--- src/rtl/stream_comp_ctrl.sv ---
// Firing controller for a three-phase streaming compute actor.
// Phases run SETUP_COMP -> COMP -> OUTPUT. Each firing pops input tokens,
// spends a fixed number of compute cycles, or pushes output tokens.
// Handshake: a firing starts on a rising edge where invoke=1 and enable=1.
// enable is always 0 while busy=1, so invoke is ignored for a firing's whole
// duration, including its last busy cycle. busy, rd_en, wr_en, mode and done
// are all registered.
module stream_comp_ctrl #(
    parameter int N_IN            = 3,
    parameter int SIZE            = 3,
    parameter int BUFFER_SIZE     = 5,
    parameter int BUFFER_SIZE_OUT = 1,
    parameter int PROD            = 1,
    parameter int COMP_CYCLES     = 4,
    localparam int PW = ($clog2(BUFFER_SIZE + 1) < 1) ? 1 : $clog2(BUFFER_SIZE + 1),
    localparam int OW = ($clog2(BUFFER_SIZE_OUT + 1) < 1) ? 1 : $clog2(BUFFER_SIZE_OUT + 1)
) (
    input  logic              clk,
    input  logic              rst,
    input  logic              invoke,
    input  logic [N_IN*PW-1:0] pop_in,
    input  logic [OW-1:0]     free_space,
    output logic [1:0]        mode,
    output logic              enable,
    output logic              busy,
    output logic [N_IN-1:0]   rd_en,
    output logic              wr_en,
    output logic              done
);

    // The duration counter must hold the longest firing length minus one.
    localparam int MAX_SP  = (SIZE > PROD) ? SIZE : PROD;
    localparam int MAX_DUR = (MAX_SP > COMP_CYCLES) ? MAX_SP : COMP_CYCLES;
    localparam int CW      = ($clog2(MAX_DUR + 1) < 1) ? 1 : $clog2(MAX_DUR + 1);

    localparam logic [PW-1:0] SIZE_P     = PW'(SIZE);
    localparam logic [OW-1:0] PROD_P     = OW'(PROD);
    localparam logic [CW-1:0] SIZE_LAST  = CW'(SIZE - 1);
    localparam logic [CW-1:0] COMP_LAST  = CW'(COMP_CYCLES - 1);
    localparam logic [CW-1:0] PROD_LAST  = CW'(PROD - 1);

    typedef enum logic [1:0] {
        MODE_SETUP  = 2'b00,
        MODE_COMP   = 2'b01,
        MODE_OUTPUT = 2'b10
    } mode_t;

    mode_t           mode_q;
    logic            busy_q;
    logic [CW-1:0]   cnt_q;
    logic [N_IN-1:0] rd_en_q;
    logic            wr_en_q;
    logic            done_q;
    logic            pops_ok;
    logic            enable_c;

    // Every input channel holds at least SIZE tokens.
    always_comb begin
        pops_ok = 1'b1;
        for (int k = 0; k < N_IN; k++) begin
            if (pop_in[k*PW +: PW] < SIZE_P) pops_ok = 1'b0;
        end
    end

    // Fireability of the current mode; never asserted during a firing.
    always_comb begin
        enable_c = 1'b0;
        if (!busy_q) begin
            case (mode_q)
                MODE_SETUP:  enable_c = pops_ok;
                MODE_COMP:   enable_c = 1'b1;
                MODE_OUTPUT: enable_c = (free_space >= PROD_P);
                default:     enable_c = 1'b0;
            endcase
        end
    end

    // Firing sequencer: start on invoke&enable, count down, advance mode at the end.
    // The length is latched into the counter at the start edge, so population
    // changes during a firing cannot stretch or shorten it.
    always_ff @(posedge clk or negedge rst) begin
        if (!rst) begin
            mode_q  <= MODE_SETUP;
            busy_q  <= 1'b0;
            cnt_q   <= '0;
            rd_en_q <= '0;
            wr_en_q <= 1'b0;
            done_q  <= 1'b0;
        end else begin
            done_q <= 1'b0;
            if (busy_q) begin
                if (cnt_q == '0) begin
                    busy_q  <= 1'b0;
                    rd_en_q <= '0;
                    wr_en_q <= 1'b0;
                    case (mode_q)
                        MODE_SETUP:  mode_q <= MODE_COMP;
                        MODE_COMP:   mode_q <= MODE_OUTPUT;
                        MODE_OUTPUT: begin
                            mode_q <= MODE_SETUP;
                            done_q <= 1'b1;
                        end
                        default:     mode_q <= MODE_SETUP;
                    endcase
                end else begin
                    cnt_q <= cnt_q - 1'b1;
                end
            end else if (invoke && enable_c) begin
                busy_q <= 1'b1;
                case (mode_q)
                    MODE_SETUP: begin
                        cnt_q   <= SIZE_LAST;
                        rd_en_q <= '1;
                    end
                    MODE_COMP: begin
                        cnt_q <= COMP_LAST;
                    end
                    MODE_OUTPUT: begin
                        cnt_q   <= PROD_LAST;
                        wr_en_q <= 1'b1;
                    end
                    default: cnt_q <= '0;
                endcase
            end
        end
    end

    assign mode   = mode_q;
    assign enable = enable_c;
    assign busy   = busy_q;
    assign rd_en  = rd_en_q;
    assign wr_en  = wr_en_q;
    assign done   = done_q;

endmodule

--- config.mk ---
export PLATFORM = sky130hd
export DESIGN_NAME = stream_comp_ctrl
export DESIGN_NICKNAME = d
export VERILOG_FILES = /design/src/rtl/stream_comp_ctrl.sv
export SDC_FILE = /design/constraint.sdc
export NUM_CORES = 1
export LEC_CHECK = 0
export ABC_AREA = 1
export BUFFER_PORTS_ARGS = -buffer_cell sky130_fd_sc_hd__buf_2
export CAP_MARGIN = 20
export CORE_AREA = 2 2 39 41
export DETAILED_ROUTE_END_ITERATION = 7
export DIE_AREA = 0 0 41 43
export PLACE_DENSITY = 0.63
export SYNTH_ARGS = -nofsm -noshare
export SYNTH_HDL_FRONTEND = slang
export SYNTH_SLANG_ARGS = --single-unit
--- constraint.sdc ---
create_clock -name clk -period 1.9 [get_ports clk]
set_clock_uncertainty 0.2 [all_clocks]
set_input_delay 0.38 -clock clk [delete_from_list [all_inputs] [get_ports clk]]
set_output_delay 0.38 -clock clk [all_outputs]
set_load 0.01 [all_outputs]
==> impl_metrics.csv <==
group,metric,value,unit
global_route,grt_antenna_before_repair,0,
detailed_routing,drtIter0Drc,10,
setup_path,critPathMaxStageDelay,460,ps
placed_design,dpl.hpwl,791,um
setup_path,regToRegSetupSlack,340,ps
clock_tree,cts_buffers,3,
synth,synth_top_area_frac,0.444,
global_route,grt_pass1_vias,418,
final_layout,drive_above_1_share,0.367,
setup_path,worst_ep_required_time,1320,ps
synth,yosysMostFrequentCell,"nand2_1",
detailed_routing,wl,983,um
timing,fin_ws,80.8,ps
final_layout,final_net_count,106,
job,drv_cap,0,
global_route,track_usage,0.142,
placed_design,io_buffer_count,21,
final_layout,area_growth,32.3,%
clock_tree,clkLatencyLatePin,260,ps
timing,finalSetupViolations,0,
timing,fin_crit,1820,ps
min_path,hold_depth,3,
setup_path,end_kind,"primary output",
detailed_routing,wl_per_cell,9.27,um
setup_path,arrival,1240,ps
timing,max_freq,550,MHz
timing,slew_violations,0,
setup_path,r2r_cells,6,
setup_path,cpLargestDelayFamily,"flip-flops",
synth,syn_area_per_cell,7.80,um^2
setup_path,path_max_fanout,6,
setup_path,reg2reg_to,"cnt_q[0]$_DFFE_PN0P_",
final_layout,instances_no_fill,106,
timing,slew_headroom,0.863,
final_layout,diodes,0,
floorplanning,design.core.area,1380,um^2
clock_tree,cts_buffer_depth,2,
clock_tree,clk_pin_slew,60,ps
pwr,p_leak,0.381,nW
timing,worst_pin_slew,206,ps
global_route,grt-ovfl-total,0,
setup_path,r2r_start,"cnt_q[0]$_DFFE_PN0P_",
synth,netlist_area,507,um^2
synth,yosys.area.top_type,"dfrtp_1",
timing,rsz0062_at_grt,"no",
clock_tree,htree_levels,1,
synth,synth_ff_type,"dfrtp_1",
floorplanning,num_rows,14,
placed_design,gp_congestion,0.696,
floorplanning,start_util,0.366,
status,status,"finished clean",
detailed_routing,routed-via-count,481,
setup_path,startpoint_type,"flop",
clock_tree,cts.sinks,9,
global_route,grt_max_degree,10,
floorplanning,die-area,1760,um^2
timing,timing.final.crit_share,0.957,
setup_path,path_cells,"nor2_4 > nand2_1 > and2_1 > buf_2",
final_layout,nFillCells,142,
final_layout,post-route-util,0.485,
min_path,min_from,"invoke",
setup_path,cp_slowest_cell,"dfrtp_2",
synth,ys_warn_count,0,
global_route,grt_pass1_wl,1660,um
timing,hold_violations,0,
synth,synth_fp_nets,80,
detailed_routing,vias_per_cell,4.54,
detailed_routing,first_pass_iters,3,
clock_tree,cts_root_buf,"clkbuf_4",
setup_path,path_buf_inv,1,
placed_design,dp_slack,265,ps
synth,synth-seq-cells,9,
setup_path,critPathKind,"reg2out",
synth,ys_top_cells_by_area,"dfrtp_1 (44%), nand2_1 (16%), inv_1 (5.9%)",
min_path,whs_endpoint,"rd_en[1]$_DFFE_PN0P_",
placed_design,place_inst,100,
detailed_routing,route.detailed.drc,0,
pwr,power.total,1.02,mW
synth,ys_types,16,
pwr,max-vdd-ir-drop,0.647,mV
synth,synth_edf_count,0,
floorplanning,die_w,41,um
pwr,powerDensity,1520,nW/um^2
synth,async_flop_share,1.00,
floorplanning,fp.dieH,43,um
timing,fin_tns_setup,0,ps
floorplanning,io_pins,22,
synth,ys_top_cells_by_count,"nand2_1 (22), dfrtp_1 (9), inv_1 (8)",
detailed_routing,final_antenna_net_count,0,
min_path,hold_class,"in2reg",
clock_tree,tritoncts,"yes",
synth,syn_inst,65,
synth,ys_seq_area_frac,0.444,
[area by class of cell]
cell class                 count  area (um^2)  area share
clock buffer                   4         26.3      0.0392
inverter                      10         37.5      0.0560
multi-input combinational     44          236       0.353
sequential                     9          228       0.340
tap                           16         20.0      0.0299
timing repair buffer          23          123       0.183
[routing by layer]
metal / vias to the layer above / wire, um / track usage
li1: 249 / - / -
met2: 17 / 477 / 0.209
met1: 213 / 413 / 0.185
met3: 2 / 72 / 0.0314
met4: 0 / 19 / 0.0800
met5: - / 0 / 0
[placed cells by master (no fill, tap or decap), drive strengths merged]
cell type	instances
and2	1
buf	22
nand2	23
a21oi	1
nor2	3
o21ai	6
nor3	1
dfrtp	9
ha	2
nand3	6
dlygate4sd3	1
or2	1
clkbuf	4
inv	10
[cell families after synthesis]
kind of cell             share of synthesized area
AND/OR/NAND/NOR                              0.326
buffers and inverters                        0.104
flip-flops                                   0.444
AO/OA/AOI/OAI                               0.0765
adder cells (fa/ha/maj)                     0.0494
[per-stage QoR]
step / instance area, um^2 / hold WS [ps]
CTS: 656 / 235
finish: 671 / 241
global route: 671 / 252
global placement: 617 / 40.7
floorplan: 507 / -116
detailed placement: 617 / 43.9
[worst max path at each step]
stage                         from      to  cells after the start
3_5_place_dp   mode[1]$_DFFE_PN0P_  enable                      4
4_1_cts        mode[1]$_DFFE_PN0P_  enable                      4
6_report       mode[1]$_DFFE_PN0P_  enable                      4
3_3_place_gp   mode[1]$_DFFE_PN0P_  enable                      4
5_1_grt        mode[1]$_DFFE_PN0P_  enable                      4
2_1_floorplan  mode[0]$_DFFE_PN0P_  enable                      4
[tightest hold or removal path, stage by stage]
cell and delay [ps]:
buf_2 110, nand3_4 110, o21ai_1 60
[state kept, by name (all words and copies together) (netlist names)]
name / count
mode: 2
busy: 1
wr_en: 1
rd_en: 1
done: 1
cnt_q: 3
[power breakdown]
group / switching, mW / total, mW / internal, mW
logic: 0.306 / 0.526 / 0.221
registers: 0.0718 / 0.343 / 0.271
clock network: 0.0683 / 0.149 / 0.0810
total: 0.446 / 1.02 / 0.573
[what timing repair did]
| action | in CTS | in global routing |
|---|---|---|
| setup buffers | 0 | 1 |
| hold buffers | 1 | 0 |
| resized for setup | 1 | 3 |
| hold endpoints to repair | 9 | 0 |
| endpoints found under the setup margin | 1 | 1 |
| pin swaps | 0 | 1 |
No activity file was read; power rests on OpenSTA's default activity.
